## src/rtl/topk_pkg.sv

```systemverilog
// Shared types for the top-K drain block.
// Latency: n/a (types and helper only).
// Backpressure: n/a.
package topk_pkg;

    typedef enum logic {
        COLLECT = 1'b0,
        DRAIN   = 1'b1
    } state_t;

    // Width of count/idx: must hold the values 0..k inclusive.
    function automatic int cnt_width(input int k);
        return $clog2(k + 1);
    endfunction

endpackage

```

## src/rtl/topk_sorted_insert.sv

```systemverilog
// Combinational sorted insert of one sample into a K-entry non-increasing list.
// Latency: 0 cycles (pure combinational network).
// Backpressure: none; the caller decides whether to commit the result.
// Ports: entries/count = current list, in_data = new sample,
//        entries_nxt/count_nxt = list and count after insertion.
module topk_sorted_insert
    import topk_pkg::*;
#(
    parameter int DATA_WIDTH = 32,
    parameter int K          = 4,
    parameter int CNT_W      = cnt_width(K)
) (
    input  logic [K*DATA_WIDTH-1:0] entries,
    input  logic [CNT_W-1:0]        count,
    input  logic [DATA_WIDTH-1:0]   in_data,
    output logic [K*DATA_WIDTH-1:0] entries_nxt,
    output logic [CNT_W-1:0]        count_nxt
);

    // keep[i]: slot i is occupied and its value is >= the new sample, so it
    // stays put. Because the list is sorted the mask is a prefix; equal values
    // stay ahead of the new sample. When the list is full and the sample is
    // not larger than the tail, every slot keeps and the sample falls off.
    logic [K-1:0] keep;

    always_comb begin
        keep        = '0;
        entries_nxt = entries;
        for (int i = 0; i < K; i++) begin
            keep[i] = (CNT_W'(i) < count) &&
                      (entries[i*DATA_WIDTH +: DATA_WIDTH] >= in_data);
        end

        // Slot 0 is either kept or takes the new value; nothing shifts into it.
        if (!keep[0]) begin
            entries_nxt[0 +: DATA_WIDTH] = in_data;
        end

        // Other slots: keep, take the new value at the mask boundary, or
        // shift down from the slot above.
        for (int i = 1; i < K; i++) begin
            if (keep[i]) begin
                entries_nxt[i*DATA_WIDTH +: DATA_WIDTH] = entries[i*DATA_WIDTH +: DATA_WIDTH];
            end else if (keep[i-1]) begin
                entries_nxt[i*DATA_WIDTH +: DATA_WIDTH] = in_data;
            end else begin
                entries_nxt[i*DATA_WIDTH +: DATA_WIDTH] = entries[(i-1)*DATA_WIDTH +: DATA_WIDTH];
            end
        end

        count_nxt = (count == CNT_W'(K)) ? count : count + CNT_W'(1);
    end

endmodule

```

## src/rtl/topk_drain.sv

```systemverilog
// Keeps the K largest samples seen and streams them out largest-first on drain.
// Latency: insert visible 1 cycle after in_valid; first beat 1 cycle after drain.
// Backpressure: out_data/out_last held while out_ready=0; input side never stalls.
// Ports: clk/resetn (sync, active-low); in_valid/in_data sample input; drain
//        request; out_valid/out_data/out_last/out_ready stream; busy; count.
module topk_drain
    import topk_pkg::*;
#(
    parameter int DATA_WIDTH = 32,
    parameter int K          = 4
) (
    input  logic                              clk,
    input  logic                              resetn,
    input  logic                              in_valid,
    input  logic [DATA_WIDTH-1:0]             in_data,
    input  logic                              drain,
    output logic                              out_valid,
    output logic [DATA_WIDTH-1:0]             out_data,
    output logic                              out_last,
    input  logic                              out_ready,
    output logic                              busy,
    output logic [cnt_width(K)-1:0]           count
);

    localparam int CNT_W = cnt_width(K);

    state_t                  state_q, state_d;
    logic [K*DATA_WIDTH-1:0] entries_q, entries_d;
    logic [CNT_W-1:0]        count_q, count_d;
    logic [CNT_W-1:0]        idx_q, idx_d;

    logic [K*DATA_WIDTH-1:0] ins_entries;
    logic [CNT_W-1:0]        ins_count;
    logic                    is_last;
    logic [DATA_WIDTH-1:0]   sel_data;

    topk_sorted_insert #(
        .DATA_WIDTH (DATA_WIDTH),
        .K          (K),
        .CNT_W      (CNT_W)
    ) u_insert (
        .entries     (entries_q),
        .count       (count_q),
        .in_data     (in_data),
        .entries_nxt (ins_entries),
        .count_nxt   (ins_count)
    );

    always_comb begin
        sel_data = '0;
        for (int i = 0; i < K; i++) begin
            if (idx_q == CNT_W'(i)) begin
                sel_data = entries_q[i*DATA_WIDTH +: DATA_WIDTH];
            end
        end
    end

    always_comb begin
        state_d   = state_q;
        entries_d = entries_q;
        count_d   = count_q;
        idx_d     = idx_q;
        is_last   = (idx_q == count_q - CNT_W'(1));

        if (state_q == COLLECT) begin
            if (in_valid) begin
                entries_d = ins_entries;
                count_d   = ins_count;
            end
            // Decide on the post-insert count so a same-cycle sample can
            // turn an empty list into a one-beat drain.
            if (drain && (count_d != '0)) begin
                state_d = DRAIN;
                idx_d   = '0;
            end
        end else begin
            // Samples are dropped here, including on the final beat.
            if (out_ready) begin
                if (is_last) begin
                    state_d   = COLLECT;
                    entries_d = '0;
                    count_d   = '0;
                    idx_d     = '0;
                end else begin
                    idx_d = idx_q + CNT_W'(1);
                end
            end
        end
    end

    always_comb begin
        out_valid = 1'b0;
        out_data  = '0;
        out_last  = 1'b0;
        busy      = 1'b0;
        count     = count_q;
        if (state_q == DRAIN) begin
            out_valid = 1'b1;
            out_data  = sel_data;
            out_last  = is_last;
            busy      = 1'b1;
        end
    end

    always_ff @(posedge clk) begin
        if (!resetn) begin
            state_q   <= COLLECT;
            entries_q <= '0;
            count_q   <= '0;
            idx_q     <= '0;
        end else begin
            state_q   <= state_d;
            entries_q <= entries_d;
            count_q   <= count_d;
            idx_q     <= idx_d;
        end
    end

endmodule

```

## config.mk

```make
export PLATFORM = sky130hd
export DESIGN_NAME = topk_drain
export DESIGN_NICKNAME = d
export VERILOG_FILES = /design/src/rtl/topk_pkg.sv /design/src/rtl/topk_sorted_insert.sv /design/src/rtl/topk_drain.sv
export SDC_FILE = /design/constraint.sdc
export NUM_CORES = 1
export LEC_CHECK = 0
export CAP_MARGIN = 20
export CELL_PAD_IN_SITES_DETAIL_PLACEMENT = 0
export CELL_PAD_IN_SITES_GLOBAL_PLACEMENT = 2
export CORE_UTILIZATION = 37
export DETAILED_ROUTE_END_ITERATION = 12
export MAX_ROUTING_LAYER = met4
export PLACE_DENSITY_LB_ADDON = 0.1
export REMOVE_ABC_BUFFERS = 1
export SYNTH_ARGS = -nofsm -noshare
export SYNTH_HDL_FRONTEND = slang
export SYNTH_HIERARCHICAL = 1
export SYNTH_SLANG_ARGS = --single-unit
```

## constraint.sdc

```tcl
create_clock -name clk -period 3.2 [get_ports clk]
set_clock_uncertainty 0.05 [all_clocks]
set_input_delay 0.64 -clock clk [delete_from_list [all_inputs] [get_ports clk]]
set_output_delay 0.64 -clock clk [all_outputs]
set_load 0.01 [all_outputs]
```

==> flow_summary_export.csv <==
group,metric,value,unit
placement,io_buffers,74,
placement,dp_hpwl,27100,um
final_layout,antenna_cells,0,
timing,hold_viol,0,
power,ir_worst_vdd,390,uV
floorplan,coreArea,32500,um2
clock_network,cts_num_sinks,135,
critical_path,slowest_stage,"a221o_1",
timing,setup_tns,0,ns
critical_path,cpMostUsedCell,"buf_4",
global_routing,grt_pass1_vias,11381,
timing,setup_violations,0,
final_layout,multi_input_area,8840,um2
critical_path,regToRegSetupSlack,0.16,ns
power,p_sw_share,30.7,%
floorplan,die_w,184,um
timing,fin_crit_sh,97.3,%
floorplan,initial_core_util,37.6,%
timing,max_freq,0.321,GHz
final_layout,finalNonFillerCells,2164,
route,totalWireLength,44400,um
floorplan,die_h,184,um
yosys,synth_cells,1532,
critical_path,cp-start-kind,"input port",
timing,worst_pin_slew,0.764,ns
critical_path,r2r_cells,13,
final_layout,area_delta_synth_final,32.1,%
yosys,synth_top_area_share,22.1,%
route,first_pass_iters,5,
global_routing,grt_max_degree,92,
power,cellPowerDensity,324,nW/um2
critical_path,max_stage_delay,0.34,ns
critical_path,worstPathArrival,3.38,ns
worst_hold_path,whs_path_depth,2,
final_layout,utilization,49.7,%
yosys,synth-async-reset-ratio,0,%
placement,place_inst,2098,
yosys,avgSynthCellArea,7.99,um2
power,power.leakage,7.23,nW
worst_hold_path,hold_path_class,"reg -> reg",
global_routing,overflow,0,
critical_path,critPathCaptureType,"flip-flop",
critical_path,crit_chain,"clkbuf_2 -> inv_1 -> buf_4 -> buf_4 -> ha_1 -> nand4_1 -> inv_1 -> a221o_1 -> a221oi_2 -> buf_4 -> o22a_4 -> buf_4 -> buf_16 -> mux2i_1 -> o21ai_1 -> nand2_1 -> o31ai_1",
power,power.internal,3.63,mW
clock_network,cts_buffer_depth,2,
global_routing,grt_pass1_wl,68700,um
power,clock_power_share,40.8,%
clock_network,cts_tree,"yes",
yosys,ys_top_cells_by_area,"dfxtp_1 (22%), ha_1 (14%), o31ai_1 (8.1%), nand2_1 (7.3%), inv_1 (5.4%)",
clock_network,clk_pin_slew,0.06,ns
critical_path,crit_family,"buffers and inverters",
global_routing,antenna_found_initial,0,
clock_network,cts_hold_buf,0,
power,comb_power_share,23.5,%
floorplan,die_area,33800,um2
clock_network,h-tree-depth,4,
timing,maxSlewHeadroom,48.3,%
timing,period_needed,3.11,ns
route,dr.first_iter.drc_count,619,
critical_path,crit_fanout,7,
final_layout,drive_above_1_share,24.0,%
clock_network,numCtsBuffers,17,
final_layout,nets,1882,
route,drc_errors,0,
run,maxCapViolations,0,
route,avgViaCountPerCell,5.39,
clock_network,insertion_delay,0.46,ns
yosys,synth-edff-count,0,
yosys,yosysTopAreaCell,"dfxtp_1",
final_layout,n_fill_cell,3175,
placement,routabilityCongestion,0.812,
critical_path,crit_required,3.46,ns
yosys,yosysWarnings,6,
timing,drv_slew,0,
yosys,synthDistinctLibCells,53,
floorplan,row_count,66,
yosys,syn_area,12200,um2
yosys,ys_seq_area_share,22.1,%
run_status,outcome,"complete, no violations",
clock_network,root_buffer,"clkbuf_16",
route,detail-route-antenna-nets,0,
route,wl_per_cell,20.5,um
floorplan,ios,75,
power,power_frac_seq,35.7,%
power,p_switching,1.61,mW
critical_path,path_class,"in -> reg",
critical_path,critPathBufInv,8,
yosys,ys.flop_type,"dfxtp_1",
yosys,ys_ff_latch,135,
critical_path,cp.depth,17,
global_routing,track_usage,27.6,%
route,vias,11656,
final_layout,regArea,2710,um2
==> tightest hold or removal path, stage by stage (launching register included) <==
cell	delay (ns)
dfxtp_1	0.32
inv_1	0.05
o31ai_1	0.06
==> power by group through the flow <==
| stage | Clock (mW) | Combinational (mW) | Sequential [mW] |
|---|---|---|---|
| after detailed placement | 0 | 1.15 | 1.91 |
| after floorplan | 0 | 0.657 | 1.87 |
| final | 2.14 | 1.23 | 1.87 |
| after CTS | 2.20 | 1.21 | 1.87 |
| after global placement | 0 | 1.14 | 1.91 |
| after global routing | 2.26 | 1.35 | 1.88 |
==> repair_timing <==
item,in CTS,in global routing
setup buffers,18,2
cloned,16,0
gates resized for setup,194,78
setup endpoints to repair,161,144
pin swaps,29,36
==> worst paths after layout <==
kind                 startpoint            end
setup / recovery    in_data[13]  entries_q[81]
hold / removal    entries_q[96]  entries_q[96]
setup reg to reg   entries_q[0]  entries_q[25]
hold reg to reg   entries_q[96]  entries_q[96]
==> layout make-up <==
type | instances | share of cell area [%]
repair buffers | 272 | 17.3
well taps | 442 | 3.42
multi-input cells | 1106 | 54.7
flip-flops and latches | 135 | 16.8
clock buffers | 24 | 2.98
clock inverters | 8 | 0.742
inverters | 177 | 4.12
==> kinds of logic after synthesis <==
group	count (synthesis)	synth area share (%)
flip-flops	135	22.1
adder cells (fa/ha/maj)	136	13.9
AO/OA/AOI/OAI	372	21.0
AND/OR/NAND/NOR	434	18.3
XOR/XNOR	4	0.409
multiplexers	159	14.4
buffers and inverters	292	9.84
==> synthesized netlist by cell type, types with 21 or more instances <==
| cell type | n |
|---|---|
| a21boi_0 | 26 |
| a21oi_1 | 74 |
| a311o_1 | 32 |
| buf_2 | 21 |
| clkbuf_1 | 73 |
| dfxtp_1 | 135 |
| ha_1 | 136 |
| inv_1 | 177 |
| mux2_2 | 59 |
| mux2i_1 | 66 |
| nand2_1 | 237 |
| nand3b_1 | 33 |
| nor2_1 | 52 |
| nor3b_1 | 32 |
| o21ai_1 | 39 |
| o31ai_1 | 132 |
==> flip-flops by register name (all words and copies together), names as in the netlist <==
register,cells
entries_q,128
idx_q,3
state_q,1
count,3
==> metrics by stage <==
step / worst slack, ns / total power [mW] / instance area [um2] / hold slack [ns]
after floorplan: -4.88 / 2.53 / 11700 / 0.405
after global placement: -0.906 / 3.04 / 14600 / 0.425
after detailed placement: -0.901 / 3.05 / 14600 / 0.431
after CTS: -0.0877 / 5.28 / 16000 / 0.440
after global routing: -0.00601 / 5.49 / 16200 / 0.469
final: 0.0873 / 5.24 / 16200 / 0.437
==> per-layer routing <==
layer	part of all wire [%]	GRT usage [%]	up-vias
met5	0	-	-
met4	2.4	8.77	0
li1	-	-	5835
met2	49	46.3	245
met1	45	34.0	5513
met3	3.8	4.02	63
==> placed cells by master, fill, tap and decap left out, types with 8 or more instances in the layout <==
cell	netlist	layout
nand4_1	14	14
inv_1	177	160
mux2_1	18	18
buf_12	0	24
o21ai_1	39	39
dlymetal6s2s_1	0	13
a21oi_1	74	64
nand3b_1	33	33
inv_2	0	16
buf_4	12	152
nor2_1	52	50
buf_16	0	8
a21boi_0	26	9
a21o_1	9	9
nand2_1	237	235
a21boi_1	7	16
nor3b_1	32	32
ha_1	136	125
mux2_2	59	59
a21oi_2	0	8
nand4bb_1	19	19
mux2_4	16	16
clkbuf_16	0	17
mux2i_1	66	64
clkdlybuf4s50_1	0	10
a311o_1	32	32
nand3_1	8	8
dfxtp_1	135	131
buf_2	21	13
ha_4	0	9
dlygate4sd2_1	0	25
o31ai_1	132	130
o21ai_0	20	15
or4bb_1	13	13
No activity file was read; power rests on OpenSTA's default activity.
